==> src/rtl/ctrl_pkt_pkg.sv <==
// Shared definitions for the control-packet configuration path:
// header field offsets, resource-type encoding, FSM state encoding
// and a saturating counter helper.
package ctrl_pkt_pkg;

  // Bit offsets of the control header fields inside beat 1.
  localparam int MOD_ID_LSB = 112;
  localparam int MAGIC_LSB  = 120;
  localparam int BASE_LSB   = 128;
  localparam int CNT_LSB    = 136;

  // UDP destination port that marks a control packet.
  localparam logic [15:0] CONTROL_PORT = 16'hF2F1;

  // Header magic byte expected by default.
  localparam logic [7:0] DEFAULT_CTRL_MAGIC = 8'hA5;

  // Resource type carried in mod_id[2:0]; mod_id[7:3] selects the stage.
  typedef enum logic [2:0] {
    RES_PARSER      = 3'd0,
    RES_KEY_EXTRACT = 3'd1,
    RES_KEY_MASK    = 3'd2,
    RES_LOOKUP_CAM  = 3'd3,
    RES_LOOKUP_RAM  = 3'd4,
    RES_SEG_TABLE   = 3'd5,
    RES_RSVD6       = 3'd6,
    RES_RSVD7       = 3'd7
  } res_type_e;

  // Decoder FSM states.
  typedef enum logic [1:0] {
    ST_IDLE    = 2'd0,
    ST_HDR     = 2'd1,
    ST_PAYLOAD = 2'd2,
    ST_DISCARD = 2'd3
  } cfg_state_e;

  // Statistics counters stick at all-ones instead of wrapping.
  function automatic logic [15:0] sat_inc(input logic [15:0] v);
    return (v == 16'hFFFF) ? v : v + 16'd1;
  endfunction

endpackage

==> src/rtl/fallthrough_small_fifo.sv <==
// Small first-word-fallthrough FIFO: dout always shows the head entry
// while empty is low. A write while full is accepted only when a read
// happens in the same cycle, since that read frees the slot.
module fallthrough_small_fifo #(
  parameter int WIDTH          = 272,
  parameter int MAX_DEPTH_BITS = 4
) (
  input  logic             clk,
  input  logic             reset,
  input  logic [WIDTH-1:0] din,
  input  logic             wr_en,
  input  logic             rd_en,
  output logic [WIDTH-1:0] dout,
  output logic             full,
  output logic             empty
);

  localparam int DEPTH = 1 << MAX_DEPTH_BITS;
  localparam logic [MAX_DEPTH_BITS:0] FULL_LVL = {1'b1, {MAX_DEPTH_BITS{1'b0}}};

  logic [WIDTH-1:0]          mem [DEPTH];
  logic [MAX_DEPTH_BITS-1:0] wr_ptr_q, rd_ptr_q;
  logic [MAX_DEPTH_BITS:0]   count_q;
  logic                      do_wr, do_rd;

  assign empty = (count_q == '0);
  assign full  = (count_q == FULL_LVL);
  assign do_rd = rd_en & ~empty;
  assign do_wr = wr_en & (~full | do_rd);
  assign dout  = mem[rd_ptr_q];

  // Storage array; contents are don't-care while the slot is not occupied.
  always_ff @(posedge clk) begin
    if (do_wr) mem[wr_ptr_q] <= din;
  end

  // Pointer and occupancy bookkeeping.
  always_ff @(posedge clk or posedge reset) begin
    if (reset) begin
      wr_ptr_q <= '0;
      rd_ptr_q <= '0;
      count_q  <= '0;
    end else begin
      if (do_wr) wr_ptr_q <= wr_ptr_q + 1'b1;
      if (do_rd) rd_ptr_q <= rd_ptr_q + 1'b1;
      case ({do_wr, do_rd})
        2'b10:   count_q <= count_q + 1'b1;
        2'b01:   count_q <= count_q - 1'b1;
        default: count_q <= count_q;
      endcase
    end
  end

endmodule

==> src/rtl/ctrl_cfg_decoder.sv <==
// Control-packet decoder: registers the control stream, parses the
// header in beat 1 and turns each payload beat into one table/register
// write command, buffered in a fallthrough FIFO so the filter is never
// stalled. Full-FIFO losses, bad magic and short packets are counted.
module ctrl_cfg_decoder
  import ctrl_pkt_pkg::*;
#(
  parameter int          C_S_AXIS_DATA_WIDTH  = 256,
  parameter int          C_S_AXIS_TUSER_WIDTH = 128,
  parameter logic [7:0]  CTRL_MAGIC           = DEFAULT_CTRL_MAGIC,
  parameter int          FIFO_DEPTH_BITS      = 4
) (
  input  logic                              clk,
  input  logic                              areset,
  input  logic [C_S_AXIS_DATA_WIDTH-1:0]    ctrl_s_axis_tdata,
  input  logic [C_S_AXIS_DATA_WIDTH/8-1:0]  ctrl_s_axis_tkeep,
  input  logic [C_S_AXIS_TUSER_WIDTH-1:0]   ctrl_s_axis_tuser,
  input  logic                              ctrl_s_axis_tvalid,
  input  logic                              ctrl_s_axis_tlast,
  output logic                              cfg_wr_valid,
  input  logic                              cfg_wr_ready,
  output logic [7:0]                        cfg_wr_mod_id,
  output logic [7:0]                        cfg_wr_addr,
  output logic [C_S_AXIS_DATA_WIDTH-1:0]    cfg_wr_data,
  output logic [15:0]                       stat_drop_cnt,
  output logic [15:0]                       stat_bad_hdr_cnt,
  output logic [15:0]                       stat_short_cnt,
  output cfg_state_e                        dbg_state_o
);

  // Handshake: a command transfers in every cycle where cfg_wr_valid and
  // cfg_wr_ready are both high; valid stays high and the command stable
  // until that happens. The input stream has no ready: every beat with
  // tvalid high is taken, and what cannot be stored is dropped and counted.

  localparam int EW = 8 + 8 + C_S_AXIS_DATA_WIDTH;

  // tkeep/tuser carry nothing the decoder needs.
  logic unused_ok;
  assign unused_ok = ^{ctrl_s_axis_tkeep, ctrl_s_axis_tuser};

  // Reset asserts asynchronously and releases on a clock edge.
  logic [1:0] rst_sync_q;
  logic       rst;
  always_ff @(posedge clk or posedge areset) begin
    if (areset) rst_sync_q <= 2'b11;
    else        rst_sync_q <= {rst_sync_q[0], 1'b0};
  end
  assign rst = rst_sync_q[1];

  // Beat register: all parsing works on this registered copy.
  logic                           beat_vld_q, beat_last_q;
  logic [C_S_AXIS_DATA_WIDTH-1:0] beat_data_q;
  always_ff @(posedge clk or posedge rst) begin
    if (rst) begin
      beat_vld_q  <= 1'b0;
      beat_last_q <= 1'b0;
      beat_data_q <= '0;
    end else begin
      beat_vld_q <= ctrl_s_axis_tvalid;
      if (ctrl_s_axis_tvalid) begin
        beat_last_q <= ctrl_s_axis_tlast;
        beat_data_q <= ctrl_s_axis_tdata;
      end
    end
  end

  logic [7:0] hdr_mod, hdr_magic, hdr_base, hdr_cnt;
  assign hdr_mod   = beat_data_q[MOD_ID_LSB +: 8];
  assign hdr_magic = beat_data_q[MAGIC_LSB  +: 8];
  assign hdr_base  = beat_data_q[BASE_LSB   +: 8];
  assign hdr_cnt   = beat_data_q[CNT_LSB    +: 8];

  cfg_state_e state_q, state_d;
  logic [7:0] mod_q, mod_d, base_q, base_d, cnt_q, cnt_d, k_q, k_d;
  logic       push, bad_inc, short_inc;
  logic [8:0] k_next;

  assign k_next = {1'b0, k_q} + 9'd1;

  // FSM state and latched header fields.
  always_ff @(posedge clk or posedge rst) begin
    if (rst) begin
      state_q <= ST_IDLE;
      mod_q   <= '0;
      base_q  <= '0;
      cnt_q   <= '0;
      k_q     <= '0;
    end else begin
      state_q <= state_d;
      mod_q   <= mod_d;
      base_q  <= base_d;
      cnt_q   <= cnt_d;
      k_q     <= k_d;
    end
  end

  // Next state, entry push and header/short error flags; idle beats hold everything.
  always_comb begin
    state_d   = state_q;
    mod_d     = mod_q;
    base_d    = base_q;
    cnt_d     = cnt_q;
    k_d       = k_q;
    push      = 1'b0;
    bad_inc   = 1'b0;
    short_inc = 1'b0;
    if (beat_vld_q) begin
      case (state_q)
        ST_IDLE: begin
          if (!beat_last_q) state_d = ST_HDR;
        end
        ST_HDR: begin
          mod_d  = hdr_mod;
          base_d = hdr_base;
          cnt_d  = hdr_cnt;
          k_d    = '0;
          if (hdr_magic != CTRL_MAGIC) begin
            bad_inc = 1'b1;
            state_d = beat_last_q ? ST_IDLE : ST_DISCARD;
          end else if (beat_last_q) begin
            short_inc = (hdr_cnt != 8'd0);
            state_d   = ST_IDLE;
          end else if (hdr_cnt == 8'd0) begin
            state_d = ST_DISCARD;
          end else begin
            state_d = ST_PAYLOAD;
          end
        end
        ST_PAYLOAD: begin
          push = 1'b1;
          k_d  = k_next[7:0];
          if (beat_last_q) begin
            short_inc = (k_next < {1'b0, cnt_q});
            state_d   = ST_IDLE;
          end else if (k_next == {1'b0, cnt_q}) begin
            state_d = ST_DISCARD;
          end
        end
        default: begin
          if (beat_last_q) state_d = ST_IDLE;
        end
      endcase
    end
  end

  logic          fifo_full, fifo_empty, pop, push_ok, drop_inc;
  logic [EW-1:0] fifo_din, fifo_dout;

  assign fifo_din = {mod_q, base_q + k_q, beat_data_q};
  assign pop      = ~fifo_empty & cfg_wr_ready;
  assign push_ok  = push & (~fifo_full | pop);
  assign drop_inc = push & ~push_ok;

  fallthrough_small_fifo #(
    .WIDTH          (EW),
    .MAX_DEPTH_BITS (FIFO_DEPTH_BITS)
  ) u_wr_fifo (
    .clk   (clk),
    .reset (rst),
    .din   (fifo_din),
    .wr_en (push_ok),
    .rd_en (pop),
    .dout  (fifo_dout),
    .full  (fifo_full),
    .empty (fifo_empty)
  );

  // Head entry is forced to zero while the FIFO is empty.
  assign cfg_wr_valid = ~fifo_empty;
  assign {cfg_wr_mod_id, cfg_wr_addr, cfg_wr_data} = fifo_empty ? '0 : fifo_dout;

  // Saturating statistics; each counter steps independently.
  always_ff @(posedge clk or posedge rst) begin
    if (rst) begin
      stat_drop_cnt    <= '0;
      stat_bad_hdr_cnt <= '0;
      stat_short_cnt   <= '0;
    end else begin
      if (drop_inc)  stat_drop_cnt    <= sat_inc(stat_drop_cnt);
      if (bad_inc)   stat_bad_hdr_cnt <= sat_inc(stat_bad_hdr_cnt);
      if (short_inc) stat_short_cnt   <= sat_inc(stat_short_cnt);
    end
  end

  assign dbg_state_o = state_q;

endmodule

==> config.mk <==
export PLATFORM = sky130hd
export DESIGN_NAME = ctrl_cfg_decoder
export DESIGN_NICKNAME = d
export VERILOG_FILES = /design/src/rtl/ctrl_pkt_pkg.sv /design/src/rtl/fallthrough_small_fifo.sv /design/src/rtl/ctrl_cfg_decoder.sv
export SDC_FILE = /design/constraint.sdc
export NUM_CORES = 2
export LEC_CHECK = 0
export BUFFER_PORTS_ARGS = -buffer_cell sky130_fd_sc_hd__buf_2
export CORE_UTILIZATION = 65
export CTS_CLUSTER_SIZE = 8
export DETAILED_ROUTE_END_ITERATION = 16
export PLACE_DENSITY = 0.83
export SLEW_MARGIN = 25
export SYNTH_ARGS = -nofsm -noshare
export SYNTH_HDL_FRONTEND = slang
export SYNTH_MEMORY_MAX_BITS = 65536
export SYNTH_SLANG_ARGS = --single-unit
==> constraint.sdc <==
create_clock -name clk -period 16.89 [get_ports clk]
set_input_delay 3.378 -clock clk [delete_from_list [all_inputs] [get_ports clk]]
set_output_delay 3.378 -clock clk [all_outputs]
set_load 0.03 [all_outputs]
# Word-level counts from Yosys, hierarchy flattened
# Memories as Yosys holds them, arrays and structs flattened.
# Index checks and enable logic that the tools add are counted.
[totals]
memories = 1
mem_bits_rw = 4352
latch_bits = 0
romBits = 0
regBits = 355
[memory_table]
columns = ["memory", "depth", "width", "rd", "rd_clocked_by_memory_dff", "wr", "line", "rtl"]
rows = [
  ["u_wr_fifo.mem", 16, 272, 1, 0, 1, "fallthrough_small_fifo.sv:21", "logic [WIDTH-1:0] mem [DEPTH];"],
]
[op_classes]
n_bitwise = 13
shift = 0
magnitude_cmp = 1
div = 0
muxes = 24
n_reduce_logical = 13
eq_ne = 12
multipliers = 0
addsub = 9
[ops]
columns = ["operator", "count"]
rows = [
  ["$mux 272", 1],
  ["$add 16x1->16 const B", 3],
  ["$eq 16x16->1 const B", 3],
  ["$pmux 8 s2", 1],
  ["$mux 2", 7],
  ["$mux 1", 12],
  ["$pmux 5 s2", 1],
  ["$reduce_and 2->1", 5],
  ["$add 8x1->9 const B", 1],
  ["$eq 9x8->1", 1],
  ["$lt 9x8->1", 1],
  ["$add 4x1->4 const B", 2],
  ["$add 8x8->8", 1],
  ["$logic_not 8->1", 1],
  ["$ne 8x8->1 const B", 1],
  ["$reduce_bool 8->1", 1],
  ["$not 1->1", 6],
  ["$pmux 2 s3", 1],
  ["$add 5x1->5 const B", 1],
  ["$and 1x1->1", 5],
  ["$eq 5x5->1 const B", 1],
  ["$logic_not 5->1", 1],
  ["$sub 5x1->5 const B", 1],
  ["$eq 2x1->1 const B", 2],
  ["other kinds (9)", 12],
]

# Longest topological paths before layout
[logic_depth]
ltp_word = 8
depth_mapped = 13
depth_no_buf = 12

# By module
# From an unflattened synthesis, not the netlist that was laid out.
[hier_totals]
cells_unflattened = 7991
area_unflattened_um2 = 178238.4
[modules_own_cells]
columns = ["module", "instances", "area_each_um2", "seq_area_each_um2", "cells_per_inst"]
rows = [
  ["fallthrough_small_fifo", 1, 162632.2, 131010.6, 6735],
  ["ctrl_cfg_decoder", 1, 15606.2, 8560.7, 1256],
]

# Worst setup path after synthesis
# OpenSTA, ideal clock, no wires.
[synth_path]
path_kind = "input to register"
start = "input port cfg_wr_ready"
end = "memory u_wr_fifo.mem[0][0], enable pin"
slack_ps = -14297
path_buffers = 0
setup_ps = 1570
arrival_time_ps = 29617
cell_stages = 4
cell_sequence = "inv_1 a31oi_1 inv_1 nor4_1"
[synth_via]
elab_chain_len = 6
elab_cells_between_ends = 8
cone_classes = "mux (2); bitwise (6)"
[synth_lines]
columns = ["item", "line", "rtl"]
rows = [
  ["start: declaration", "ctrl_cfg_decoder.sv:21", "input logic cfg_wr_ready,"],
  ["$and 1x1->1 *", "ctrl_cfg_decoder.sv:151", "assign pop = ~fifo_empty & cfg_wr_ready;"],
  ["$or 1x1->1 / $and 1x1->1 (equally long branches)", "ctrl_cfg_decoder.sv:152, fallthrough_small_fifo.sv:28", ""],
  ["$and 1x1->1 / $or 1x1->1 (equally long branches)", "ctrl_cfg_decoder.sv:152, fallthrough_small_fifo.sv:29", ""],
  ["$and 1x1->1 *", "fallthrough_small_fifo.sv:29", "assign do_wr = wr_en & (~full | do_rd);"],
  ["$mux 1 *", "fallthrough_small_fifo.sv:34", "if (do_wr) mem[wr_ptr_q] <= din;"],
  ["$mux 1 (not written as such) *", "fallthrough_small_fifo.sv:34", ""],
  ["end: declaration", "fallthrough_small_fifo.sv:21", ""],
]
# Every way passes the cells marked *; elsewhere a longest branch is shown, timed or not.

# Final worst setup path
[layout_path]
start = "register u_wr_fifo.rd_ptr_q[1]"
end = "output port cfg_wr_data[235]"
[layout_via]
elab_chain_len = 2
[layout_lines]
columns = ["item", "line", "rtl"]
rows = [
  ["start: declaration", "fallthrough_small_fifo.sv:22", "logic [MAX_DEPTH_BITS-1:0] wr_ptr_q, rd_ptr_q;"],
  ["start signal: assignment", "fallthrough_small_fifo.sv:45", "if (do_rd) rd_ptr_q <= rd_ptr_q + 1'b1;"],
  ["$mem_v2 16x272", "-", ""],
  ["$mux 272", "ctrl_cfg_decoder.sv:171", "assign {cfg_wr_mod_id, cfg_wr_addr, cfg_wr_data} = fifo_empty ? '0 : fifo_dout;"],
  ["end: declaration", "ctrl_cfg_decoder.sv:24", "output logic [C_S_AXIS_DATA_WIDTH-1:0] cfg_wr_data,"],
]
# Every way passes these cells.

==> impl_metrics.ini <==
[outcome]
status = finished, final reports clean

[placement]
placed_cell_area_um2 = 186000
gp_congestion = 0.776
io_buffer_count = 583
place_ws_ns = 8.22
hpwl_um = 208000

[clock_network]
clk_latency_ns = 1.05
cts_resized = 0
cts_setup_buffers = 0
cts_made_buffers = 660
holdBufCountCts = 0
clk_pin_slew_ns = 0.06
cts_root_buf = clkbuf_16
cts_tree = built
clock-sinks = 4707
cts_buffer_depth = 4
cts_max_level = 6

[sta]
final_hold_viol_count = 0
clock.fmax_mhz = 106
slew_viol_final = 0
rsz0062_at_grt = false
worstMarginPinSlew_ns = 1.30
clock_skew_ns = 0.0501
period_share_pct = 56.0
period_minus_slack_ns = 9.46
timing.hold.ws_ns = 0.295
finalSetupViolCount = 0
slew_headroom_pct = 13.6
worst_slack_ns = 7.43
setup_tns_ns = 0

[logic_synthesis]
synth.largest_area_cell = edfxtp_1
ys.flop_type = edfxtp_1
synth-async-reset-ratio_pct = 7.54
synth-seq-cells = 4707
syn-num-nets = 7796
ys_top_cells_by_area = edfxtp_1 73%, mux4_2 17%, dfrtp_1 4.9%, mux2_2 1.8%, and2_1 0.98%
avgSynthCellArea_um2 = 24.4
synth.top_cell.area_share_pct = 73.0
synth-edff-count = 4352
netlist_area_um2 = 179000
synth.distinct_cells = 45
yosysSeqAreaShare_pct = 77.9
netlist_instances = 7341
yosysWarnings = 0

[worst_setup_path]
cp_slowest_cell = buf_4
cp-start-kind = flip-flop
rr_endpoint = u_wr_fifo.mem[8][89]
r2r_cells = 10
critical_path.endpoint_type = output pin
cp.arrival_ns = 6.08
startpoint = u_wr_fifo.rd_ptr_q[1]
ff2ff_setup_slack_ns = 10.54
worst-path-buf-inv = 4
cpMostUsedCell = buf_4
path_class = reg2out
worst-path-stages = 7
r2r-start = dbg_state_o[0]
cpPeakStageDelay_ns = 0.93
path_cells = buf_4 > buf_4 > buf_4 > mux4_2 > mux4_2 > and2_1 > buf_2
cp.required_ns = 13.51
cp_max_fo = 68
cp-endpoint = cfg_wr_data[235]
cp_top_family = buffers and inverters

[die]
core_area_um2 = 274000
initial_core_util_pct = 65.4
num_io_pins = 744
fp.dieH_um = 527
die_x_um = 527
dieArea_um2 = 278000
row_count = 192

[pwr]
power.density_nw_per_um2 = 179
vdd_ir_drop_max_v = 0.000180
p_leak_nw = 67.3

[routing]
antenna_left = 0
drt-initial-drc-count = 13346
drc = 0
wire_per_inst_um = 40.4
dr.pass1.iters = 6
vias_per_cell = 7.35
vias = 91400
wl_um = 502000

[cells_and_area]
fin_area_um2 = 206000
finalNetCount = 8811
utilization_pct = 75.2
final_layout_size_suffix_gt1_share_pct = 35.4
synthToLayoutAreaGrowth_pct = 15.0

[global_route]
first_global_vias = 96281
grt_pass1_wl_um = 711000
grt_max_degree = 162
antenna_found_initial = 68
grt.total_usage_pct = 36.6
gr-total-overflow = 0

[job]
cap_violations = 0

[hold_path]
hold_class = reg2async
## power breakdown
part           switching, mW  internal, mW  leakage (nW)
registers              0.564          13.3          43.4
logic                   6.00          4.41          14.8
clock network           5.19          7.34          9.13
total                   11.8          25.1          67.3
## flip-flops by register name (all words and copies together) (netlist names)
name / count
u_wr_fifo.rd_ptr_q: 4
mod_q: 8
stat_drop_cnt: 16
stat_short_cnt: 16
u_wr_fifo.mem: 4352
stat_bad_hdr_cnt: 16
u_wr_fifo.count_q: 5
beat_data_q: 256
dbg_state_o: 2
beat_last_q: 1
beat_vld_q: 1
base_q: 8
u_wr_fifo.wr_ptr_q: 4
cnt_q: 8
k_q: 8
rst_sync_q: 2
## cells in the final DEF, fill, tap and decap left out, types with 9 or more instances in the layout
cell type and instances:
and2_1 277, and3_1 11, buf_12 29, buf_2 582, buf_4 100, buf_6 11, clkbuf_1 391, clkbuf_16 663
clkinv_16 21, clkinv_8 9, dfrtp_1 349, diode_2 46, edfxtp_1 4352, ha_1 32, inv_1 25, inv_16 11
inv_6 12, mux2_2 286, mux4_2 1360, nand2_1 38, nand3_1 18, nand4_1 19, nor2_1 25, nor3_1 12
o21ai_0 11, xnor2_1 38, xor2_1 29
## cell usage after synthesis, types with 2 or more instances
| cell type | instances |
|---|---|
| a21o_1 | 8 |
| a21oi_1 | 8 |
| a22o_1 | 4 |
| a41oi_2 | 2 |
| and2_1 | 281 |
| and3_1 | 11 |
| and4_1 | 7 |
| buf_1 | 23 |
| buf_2 | 116 |
| buf_6 | 11 |
| clkbuf_1 | 224 |
| dfrtp_1 | 353 |
| dfstp_2 | 2 |
| edfxtp_1 | 4352 |
| fa_1 | 2 |
| ha_1 | 32 |
| inv_1 | 26 |
| mux2_2 | 286 |
| mux2i_1 | 3 |
| mux4_2 | 1360 |
| nand2_1 | 38 |
| nand2b_1 | 4 |
| nand3_1 | 18 |
| nand4_1 | 19 |
| nor2_1 | 29 |
| nor2b_1 | 2 |
| nor3_1 | 16 |
| nor3b_1 | 2 |
| nor4_1 | 7 |
| nor4bb_1 | 2 |
| o21ai_0 | 11 |
| o31ai_1 | 2 |
| or4_1 | 2 |
| xnor2_1 | 39 |
| xor2_1 | 29 |
## through the flow
step	power [mW]	instances
floorplan	21.1	7341
global placement	23.8	11279
detailed placement	24.0	11279
CTS	36.8	12391
global route	37.6	12427
finish	36.8	12441
## layout make-up
class	count	area, um^2
inverter	26	105
timing repair buffer	727	4490
clock buffer	1055	18100
clock inverter	57	1150
fill	12755	67900
tap	3589	4490
multi-input combinational	2234	37900
antenna	46	115
sequential	4707	140000
## kinds of logic after synthesis
group | count (synthesis) | synth area share [%]
AO/OA/AOI/OAI | 43 | 0.168
XOR/XNOR | 68 | 0.333
adder cells (fa/ha/maj) | 34 | 0.246
buffers and inverters | 400 | 0.966
flip-flops | 4707 | 77.9
multiplexers | 1649 | 18.9
other | 1 | 0.00209
AND/OR/NAND/NOR | 439 | 1.43
## layer usage
layer  up-vias  routed length, um  GRT usage, %
met5         -                220             0
met4        36              26900          19.1
met3      1517              55900          8.17
met2      8363             252000          59.5
met1     48145             167000          47.1
li1      33339                  -             -
## how the worst min path moves through the flow
stage / start / endpoint / slack, ns / cells after the start
after floorplan: rst_sync_q[0] / rst_sync_q[1] / 0.35 / 0
after global placement: rst_sync_q[1] / beat_data_q[79] / 0.35 / 1
after detailed placement: rst_sync_q[1] / beat_data_q[79] / 0.35 / 1
after CTS: rst_sync_q[1] / beat_data_q[79] / 0.36 / 1
after global routing: rst_sync_q[0] / rst_sync_q[1] / 0.36 / 0
final: rst_sync_q[1] / beat_data_q[82] / 0.30 / 1
Power figures use the tool's default switching activity.
